### config.mk
export PLATFORM = sky130hd
export DESIGN_NAME = fetch_unit
export DESIGN_NICKNAME = d
export VERILOG_FILES = /design/src/rtl/cpu_pkg.sv /design/src/rtl/fetch_fifo.sv /design/src/rtl/fetch_unit.sv
export SDC_FILE = /design/constraint.sdc
export NUM_CORES = 1
export LEC_CHECK = 0
export CORE_AREA = 2 2 243 221
export CTS_CLUSTER_DIAMETER = 80
export DETAILED_ROUTE_END_ITERATION = 8
export DIE_AREA = 0 0 245 223
export PLACE_DENSITY_LB_ADDON = 0.12
export SYNTH_ARGS = -nofsm -noshare
export SYNTH_HDL_FRONTEND = slang
export SYNTH_SLANG_ARGS = --single-unit
### constraint.sdc
create_clock -name clk -period 9.6 [get_ports clk]
set_input_delay 2.4 -clock clk [delete_from_list [all_inputs] [get_ports clk]]
set_output_delay 2.4 -clock clk [all_outputs]
set_load 0.05 [all_outputs]
### src/rtl/cpu_pkg.sv
// Shared CPU core definitions: datapath width, canonical NOP encoding,
// default reset vector and the fetch-queue entry layout.
package cpu_pkg;

    localparam int unsigned     XLEN             = 32;
    localparam logic [XLEN-1:0] NOP_INSTR        = 32'h0000_0013;
    localparam logic [XLEN-1:0] RESET_PC_DEFAULT = 32'h0000_0000;

    // One prefetched instruction together with the address it came from.
    typedef struct packed {
        logic [XLEN-1:0] pc;
        logic [XLEN-1:0] instr;
    } fetch_entry_t;

endpackage

### src/rtl/fetch_fifo.sv
// In-order prefetch queue of fetch entries.
// Ports:
//   clk, rst   clock; synchronous active-low reset
//   i_push     write i_data at the tail (ignored when full, unless popping)
//   i_pop      retire the head entry (ignored when empty)
//   i_flush    discard all entries; wins over push/pop
//   i_data     entry to push
//   o_count    current occupancy (0..DEPTH)
//   o_head     registered head entry; holds until popped
module fetch_fifo
    import cpu_pkg::*;
#(
    parameter  int unsigned DEPTH = 4,
    localparam int unsigned PW    = $clog2(DEPTH),
    localparam int unsigned CW    = $clog2(DEPTH + 1)
) (
    input  logic         clk,
    input  logic         rst,
    input  logic         i_push,
    input  logic         i_pop,
    input  logic         i_flush,
    input  fetch_entry_t i_data,
    output logic [CW-1:0] o_count,
    output fetch_entry_t o_head
);

    fetch_entry_t  r_mem [DEPTH];
    logic [PW-1:0] r_rd_ptr;
    logic [PW-1:0] r_wr_ptr;
    logic [CW-1:0] r_count;

    logic w_do_pop;
    logic w_do_push;

    assign w_do_pop  = i_pop && (r_count != '0);
    // A full queue still accepts a push when the head leaves in the same cycle.
    assign w_do_push = i_push && ((r_count != CW'(DEPTH)) || w_do_pop);

    // Storage is cleared on reset so the head reads as zero until first fill.
    always_ff @(posedge clk) begin
        if (!rst) begin
            for (int unsigned i = 0; i < DEPTH; i++) begin
                r_mem[PW'(i)] <= '0;
            end
            r_rd_ptr <= '0;
            r_wr_ptr <= '0;
            r_count  <= '0;
        end else if (i_flush) begin
            r_rd_ptr <= '0;
            r_wr_ptr <= '0;
            r_count  <= '0;
        end else begin
            if (w_do_push) begin
                r_mem[r_wr_ptr] <= i_data;
                r_wr_ptr        <= r_wr_ptr + PW'(1);
            end
            if (w_do_pop) begin
                r_rd_ptr <= r_rd_ptr + PW'(1);
            end
            case ({w_do_push, w_do_pop})
                2'b10:   r_count <= r_count + CW'(1);
                2'b01:   r_count <= r_count - CW'(1);
                default: r_count <= r_count;
            endcase
        end
    end

    assign o_count = r_count;
    assign o_head  = r_mem[r_rd_ptr];

endmodule

### src/rtl/fetch_unit.sv
// Instruction fetch front-end: owns the fetch PC, issues word requests to
// instruction memory, queues returned instructions with their PCs and hands
// them to decode over valid/ready. A redirect flushes the queue and turns
// every in-flight request into a stale one whose response is discarded.
// Ports:
//   clk, rst                      clock; synchronous active-low reset
//   imem_req_valid/ready/addr     fetch request channel (addr word-aligned)
//   imem_rsp_valid/data           in-order responses, no backpressure
//   redirect_valid/pc             flush and restart fetch at redirect_pc
//   out_valid/ready/pc/instr      head entry to decode
module fetch_unit
    import cpu_pkg::*;
#(
    parameter int unsigned     XLEN     = cpu_pkg::XLEN,
    parameter logic [XLEN-1:0] RESET_PC = cpu_pkg::RESET_PC_DEFAULT,
    parameter int unsigned     DEPTH    = 4
) (
    input  logic            clk,
    input  logic            rst,
    output logic            imem_req_valid,
    input  logic            imem_req_ready,
    output logic [XLEN-1:0] imem_req_addr,
    input  logic            imem_rsp_valid,
    input  logic [XLEN-1:0] imem_rsp_data,
    input  logic            redirect_valid,
    input  logic [XLEN-1:0] redirect_pc,
    output logic            out_valid,
    input  logic            out_ready,
    output logic [XLEN-1:0] out_pc,
    output logic [XLEN-1:0] out_instr
);

    localparam int unsigned CW = $clog2(DEPTH + 1);

    logic [XLEN-1:0] r_pc;
    logic [XLEN-1:0] r_rsp_pc;
    logic [CW-1:0]   r_outstanding;
    logic [CW-1:0]   r_drop_cnt;

    logic [CW-1:0]   w_count;
    logic [CW+1:0]   w_inflight;
    logic [XLEN-1:0] w_redirect_pc;
    logic            w_req_fire;
    logic            w_rsp_live;
    logic            w_rsp_drop;
    logic            w_pop;
    fetch_entry_t    w_push_entry;
    fetch_entry_t    w_head;

    // Queue slots plus every request still owed a response, live or stale;
    // issue stops once that total reaches DEPTH so the queue never overflows.
    assign w_inflight = {2'b00, w_count} + {2'b00, r_outstanding} + {2'b00, r_drop_cnt};

    assign w_redirect_pc  = redirect_pc & ~XLEN'(3);
    assign imem_req_valid = rst && !redirect_valid && (w_inflight < (CW+2)'(DEPTH));
    assign imem_req_addr  = r_pc;

    assign w_req_fire = imem_req_valid && imem_req_ready;
    assign w_rsp_drop = imem_rsp_valid && (r_drop_cnt != '0);
    assign w_rsp_live = imem_rsp_valid && (r_drop_cnt == '0);
    assign w_pop      = out_valid && out_ready;

    assign w_push_entry.pc    = r_rsp_pc;
    assign w_push_entry.instr = imem_rsp_data;

    always_ff @(posedge clk) begin
        if (!rst) begin
            r_pc          <= RESET_PC;
            r_rsp_pc      <= RESET_PC;
            r_outstanding <= '0;
            r_drop_cnt    <= '0;
        end else if (redirect_valid) begin
            // Live requests become stale; a response arriving this cycle
            // settles one of them, whichever counter it would have hit.
            r_pc          <= w_redirect_pc;
            r_rsp_pc      <= w_redirect_pc;
            r_outstanding <= '0;
            r_drop_cnt    <= r_drop_cnt + r_outstanding - CW'(imem_rsp_valid);
        end else begin
            if (w_req_fire) begin
                r_pc <= r_pc + XLEN'(4);
            end
            if (w_rsp_live) begin
                r_rsp_pc <= r_rsp_pc + XLEN'(4);
            end
            r_outstanding <= r_outstanding + CW'(w_req_fire) - CW'(w_rsp_live);
            if (w_rsp_drop) begin
                r_drop_cnt <= r_drop_cnt - CW'(1);
            end
        end
    end

    fetch_fifo #(
        .DEPTH (DEPTH)
    ) u_fifo (
        .clk     (clk),
        .rst     (rst),
        .i_push  (w_rsp_live && !redirect_valid),
        .i_pop   (w_pop),
        .i_flush (redirect_valid),
        .i_data  (w_push_entry),
        .o_count (w_count),
        .o_head  (w_head)
    );

    assign out_valid = (w_count != '0);
    assign out_pc    = w_head.pc;
    assign out_instr = w_head.instr;

    // Memory must never answer a request that was never made.
    a_rsp_expected: assert property (@(posedge clk) disable iff (!rst)
        imem_rsp_valid |-> ((r_drop_cnt != '0) || (r_outstanding != '0)));

endmodule

==> results of run 1 <==
[sequential cells by signal, indices dropped and copies added, names as in the netlist, named ones only]
signal,cells
u_fifo.r_rd_ptr,2
u_fifo.o_count,3
u_fifo.r_mem,248
r_drop_cnt,3
imem_req_addr,30
u_fifo.r_wr_ptr,2
r_outstanding,3
r_rsp_pc,30
[synth_stat cells, types with 14 or more instances]
cell and number:
a21oi_1 36, a31oi_1 15, and2_1 247, clkbuf_1 55, dfxtp_1 75, edfxtp_1 248, inv_1 28, mux4_2 62
nand2_1 59, nand3_1 27, nand4_1 14, nor2_1 27, nor3_1 15, nor4_1 21, o21ai_0 33, xnor2_1 36
[layer usage]
metal | vias up | global-route usage, % | wire length, um | part of all wire, %
met1 | 4845 | 21.51 | 19880 | 47
li1 | 4545 | - | - | -
met4 | 0 | 4.091 | 747 | 1.8
met3 | 46 | 2.719 | 1875 | 4.4
met2 | 222 | 25.37 | 19700 | 47
met5 | - | 0 | 0 | 0
[worst register-to-register path, cell delays in order, from the launching register on]
cell     delay, ns
dfxtp_1       0.34
inv_1         0.11
fa_1          0.61
nor2_1        0.08
fa_1          0.51
nor3b_2       0.29
nand2_1       0.24
nor3_2        0.88
inv_1         0.65
ha_1          0.46
inv_1         0.04
ha_1          0.19
fa_1          0.40
xnor2_1       0.16
nor2_1        0.05
[final timing paths]
kind	start	end	slack [ns]	depth (start not counted)
max	redirect_valid	imem_req_valid	2.85	6
min	u_fifo.r_rd_ptr[1]	u_fifo.r_rd_ptr[1]	0.53	2
max reg2reg	r_outstanding[1]	r_outstanding[2]	4.48	14
min reg2reg	u_fifo.r_rd_ptr[1]	u_fifo.r_rd_ptr[1]	0.53	2
[logic make-up (layout without fill, tap and decap cells)]
kind of cell	Yosys count	count (layout)
buf+inv	105	275
fa+ha+maj	18	18
other cells	1	4
compound gates	139	139
flops	323	323
xor+xnor	41	41
simple gates	463	463
mux	63	63
[stage by stage]
| step | hold WS [ns] | cells | setup WS (ns) | utilization, % |
|---|---|---|---|---|
| 2_1_floorplan | 0.4847 | 1156 | 1.451 | - |
| 3_3_place_gp | 0.5050 | 1953 | 2.897 | 33.22 |
| 3_5_place_dp | 0.5151 | 1953 | 2.876 | 33.22 |
| 4_1_cts | 0.5311 | 2023 | 2.860 | 35.44 |
| 5_1_grt | 0.5591 | 2023 | 2.776 | 35.44 |
| 6_report | 0.5276 | 2023 | 2.851 | 35.44 |
[cells in the final DEF (no fill, tap or decap), types with 6 or more instances in the layout]
cell,synthesis,layout
nand4_1,14,14
clkdlybuf4s50_1,0,160
dfxtp_1,75,73
nor2_1,27,27
o311ai_0,6,6
o21ai_0,33,31
mux4_2,62,62
xnor2_1,36,36
clkbuf_16,0,40
nor4_1,21,20
nor3_1,15,14
nand3_1,27,27
and2_1,247,247
inv_1,28,28
buf_4,4,14
nand2_1,59,58
clkinv_1,0,11
edfxtp_1,248,248
clkinv_2,0,9
and3_1,9,9
or4_1,10,10
fa_1,6,6
a21oi_1,36,36
a31oi_1,15,15
o31ai_1,7,6
o21a_1,7,7
ha_1,12,12
and4_1,6,6
[cell type report]
| cell class | count | area, um2 |
|---|---|---|
| flip-flops and latches | 323 | 8956 |
| fillers | 5131 | 33800 |
| inverters | 30 | 112.6 |
| multi-input cells | 728 | 5738 |
| clock inverters | 24 | 128.9 |
| well taps | 697 | 872.1 |
| clock buffers | 46 | 1033 |
| repair buffers | 175 | 1712 |
[power by group through the flow]
stage | clock, uW | combinational (uW) | sequential, uW
floorplan | 0 | 387 | 1700
global placement | 0 | 626 | 1690
detailed placement | 0 | 628 | 1690
CTS | 1410 | 630 | 1660
global route | 1470 | 667 | 1670
finish | 1370 | 618 | 1660
==> impl_results.md, run 1 <==
- Finished Cell Area: 0.01855 mm2
- Post-synthesis mux area share: 9.360%
- Via count: 9658
- Clk pwr share: 37.5%
- WS Path Type: in2out
- Die Area: 0.05464 mm2
- Ys Warns: 0
- Clock buffer depth: 3
- Layout area overhead: 23.47%
- Hold Vio Cnt, Final: 0
- Post-DP Area: 0.01739 mm2
- Worst-Margin Slew: 1.102 ns
- CP Capture Type: output pin
- Routed WL: 42210 um
- Xor/xnor cell area share of the yosys netlist: 2.390%
- Combinational fraction of design power: 17.0%
- Synth area leaders: edfxtp_1 50%, and2_1 10%, dfxtp_1 10%
- Post-CTS Setup Bufs: 0
- Synthesized area: 0.01503 mm2
- Post-synthesis sequential area ratio: 59.56%
- Total grt overflow: 0
- Share of the synthesized area in the top cell type: 49.56%
- CP Data Required Time: 7.20 ns
- Critical Path AT: 4.35 ns
- CP max-delay cell: clkdlybuf4s50_1
- Top Ports: 168
- Final TNS setup: 0 ns
- TritonCTS Buffers: 39
- Biggest area consumer among synthesized cells: edfxtp_1
- Fin crit period: 6.749 ns
- Peak supply drop: 110.5 uV
- WL per Instance: 20.86 um
- Total power: 3646 uW
- Sw Pwr: 1050 uW
- H-tree depth: 2
- Bufs and invs on worst path: 4
- Row cnt: 80
- Post-synthesis compound-gate area fraction: 5.954%
- All-Layer GR Usage: 15.60%
- RSZ-0062 raised after global routing: false
- Relative slew slack: 26.11%
- Post-CTS Hold Fix Bufs: 0
- ANT cells: 0
- CTS root buf: clkbuf_16
- CTS Sinks: 323
- Fmax: 0.1482 GHz
- Clk_lat worst skew: 0.56 ns
- Synth Register Bits: 323
- Adder-Cell Fraction of Synth Area: 1.799%
- Hold crit path type: reg2reg
- Avg Inst Size Synth: 13.03 um2
- Share of cells above drive strength 1: 11.76%
- Crit path cell chain: clkdlybuf4s50_1 > buf_4 > inv_2 > nand2_1 > nor3_1 > clkdlybuf4s50_1
- Power Dens Cells: 196.5 mW/mm2
- CP Max Fanout: 41
- Largest net degree at the start of global routing: 73
- EDFF count, synth: 248
- Combinational family with the most area after synthesis: simple AND/OR/NAND/NOR gates
- Lkg Pwr: 0.006340 uW
- Dpl hpwl: 24270 um
- Cell-internal power: 2596 uW
- Simple-Gate Fraction of Synth Area: 18.16%
- DIE WIDTH: 245 um
- Period utilisation layout: 70.30%
- Port Buffers: 161
- Finish-stage setup viols: 0
- Fin. max-slew vios: 0
- Drt pass-1 iters: 4
- Drt drc: 0
- Global placement routability congestion: 0.8025
- TritonCTS clock tree: done
- Async S/R FF share, synth: 0%
- Crit path largest cell delay: 0.85 ns
- Vias in the first global route: 10030
- Initial DRC count: 548
- Crit start category: input port
- Core area: 0.05235 mm2
- CP top delay family: buffers and inverters
- Die height: 223 um
- Sw frac: 28.80%
- Initial core utilization: 28.70%
- Flop pwr share: 45.6%
- Status: complete, no violations
- Final ANT Viol Nets: 0
- Post-CTS Resized: 0
- Main flop type after synthesis: edfxtp_1
- Synth Instances: 1153
- Unique cell type count in the Yosys netlist: 65
- Most numerous cell on the critical path: clkdlybuf4s50_1
- Max_cap viols: 0
- Worst Skew: 0.02127 ns
- Vias/cell: 4.774
- CTS clk-pin slew, worst paths: 0.06 ns
- Final net count: 1385
- Global-route wire length before repair: 63990 um
- Initial antenna violation count: 1
Note: power is estimated with default switching activity, not from simulation.
==> run 2, diff against run 1 <==
- clock period: 9.6 -> 6.9 ns (I/O delays scaled with it)
==> run 2 against run 1 <==
Sequential share of layout area fell by 0.46 points. Core utilization rose by 0.34 points. Worst setup slack got worse by 0.94 ns. Clock-buffer cell count rose by 4. Via count rose by 0.87%. Non-clock buffer count rose by 7. Critical path type is now reg2out. Highest routed layer unchanged. Combinational power rose by 41%. Sequential power rose by 39%.
==> impl_results.md, run 2 (synthesis gave the netlist of run 1 again) <==
- Status: complete, no violations
- Final TNS setup: 0 ns (unchanged)
- Post-CTS Hold Fix Bufs: 0 (unchanged)
- All-Layer GR Usage: 15.73% (+0.13 points)
- Die Area: 0.05464 mm2 (unchanged)
- CP Max Fanout: 4 (-90%)
- Share of cells above drive strength 1: 12.30% (+0.54 points)
- Total power: 5214 uW (+43%)
- WL per Instance: 20.77 um (-0.42%)
- Post-DP Area: 0.01749 mm2 (+0.56%)
- TritonCTS Buffers: 39 (unchanged)
- Initial DRC count: 672 (+23%)
- Period utilisation layout: 72.34%
- H-tree depth: 2 (unchanged)
- Power Dens Cells: 278.4 mW/mm2 (+42%)
- Final net count: 1392 (+0.51%)
- Routed WL: 42170 um (about the same)
- Global placement routability congestion: 0.7871 (-1.9%)
- Commonest non-fill, non-tap cell in the layout: edfxtp_1
- Top reg by flops: u_fifo.r_mem
- RSZ-0062 raised after global routing: false
- Max reg flops: 248 (unchanged)
- Total grt overflow: 0 (unchanged)
- Clk_lat worst skew: 0.56 ns (about the same)
- Top Ports: 168 (unchanged)
- CTS clk-pin slew, worst paths: 0.06 ns (about the same)
- Core area: 0.05235 mm2 (unchanged)
- Finish-stage setup viols: 0 (unchanged)
- Max_cap viols: 0 (unchanged)
- Relative slew slack: 39.97% (+14 points)
- Fin crit period: 4.992 ns
- Lkg Pwr: 0.006427 uW (+1.4%)
- PnR worst setup slack: 1.908 ns (-0.9427 ns)
- Peak supply drop: 129.1 uV (+17%)
- Dpl hpwl: 25420 um (+4.8%)
- Row cnt: 80 (unchanged)
- Fmax: 0.2003 GHz
- WS Path Type: reg2out
- CTS Sinks: 323 (unchanged)
- Port Buffers: 161 (unchanged)
- Dpl ws: 1.759 ns (-1.117 ns)
- DIE WIDTH: 245 um (unchanged)
- Global-route wire length before repair: 64650 um (+1.0%)
- Finished Cell Area: 0.01873 mm2 (+0.96%)
- CTS root buf: clkbuf_16
- Hold slack: 0.5272 ns (-0.0004850 ns)
- Vias/cell: 4.799 (+0.52%)
- Fin. max-slew vios: 0 (unchanged)
- CP Capture Type: output pin
- Crit start category: register
- Final ANT Viol Nets: 0 (unchanged)
- Largest net degree at the start of global routing: 73 (unchanged)
- ANT cells: 0 (unchanged)
- Hold crit path type: reg2reg
- Worst Skew: 0.01777 ns (-0.003492 ns)
- Initial core utilization: 28.70% (unchanged)
- Filler Cells Inserted: 5142 (+0.21%)
- Post-CTS Setup Bufs: 0 (unchanged)
- Worst-Margin Slew: 0.8995 ns (-0.2028 ns)
- Vias in the first global route: 10170 (+1.4%)
- Initial antenna violation count: 0 (-1)
- Layout area overhead: 24.66%
- Critical Path AT: 3.27 ns (-1.08 ns)
- Die height: 223 um (unchanged)
- Most frequent cells in the layout: 248 x edfxtp_1, 247 x and2_1, 159 x clkdlybuf4s50_1
- TritonCTS clock tree: done
- Hold Vio Cnt, Final: 0 (unchanged)
- Drt drc: 0 (unchanged)
- CP Data Required Time: 5.18 ns (-2.02 ns)
- Drt pass-1 iters: 5 (+1)
- Post-CTS Resized: 0 (unchanged)
- Clock buffer depth: 3 (unchanged)
- Via count: 9742 (+0.87%)
run 2: critical path: stages (launching register included):
cell	delay, ns
dfxtp_1	0.34
inv_1	0.11
fa_1	0.62
nor2_1	0.08
fa_1	0.40
nor2b_1	0.26
or4b_2	0.22
nand2_1	0.09
nor3_1	0.40
buf_12	0.20
run 2: final cells by class:
type / instances / area [um2] / area share, %
timing repair buffer: 182 / 1812 / 9.673
tap: 697 / 872.1 / 4.656
multi-input combinational: 728 / 5736 / 30.62
sequential: 323 / 8956 / 47.82
clock inverter: 20 / 185.2 / 0.9886
clock buffer: 50 / 1057 / 5.645
inverter: 30 / 112.6 / 0.6012
run 2: routing by layer:
layer	GRT usage (%)	vias to the layer above	wire length, um
li1	-	4569	-
met1	21.80	4852	19580
met2	25.20	271	19580
met3	3.284	50	2257
met4	3.757	0	755
met5	0	-	0
run 2: path summary, 6_finish.rpt:
path	slack, ns	from	to	depth (start not counted)
hold reg to reg	0.53	u_fifo.r_rd_ptr[1]	u_fifo.r_rd_ptr[1]	2
setup / recovery	1.91	r_outstanding[1]	imem_req_valid	9
hold / removal	0.53	u_fifo.r_rd_ptr[1]	u_fifo.r_rd_ptr[1]	2
setup reg to reg	2.68	r_outstanding[1]	r_outstanding[2]	15
run 2: where the power goes:
| group | leakage [uW] | switching [uW] | total [uW] | internal (uW) |
|---|---|---|---|---|
| clock network | 0.000608 | 838 | 2030 | 1200 |
| registers | 0.00319 | 83.0 | 2310 | 2230 |
| logic | 0.00263 | 549 | 871 | 322 |
run 2: metrics by stage:
stage                     utilization (%)  cells
final                               35.78   2030
after global routing                35.78   2030
after CTS                           35.78   2030
after detailed placement            33.41   1960
after global placement              33.41   1960
after floorplan                         -   1156
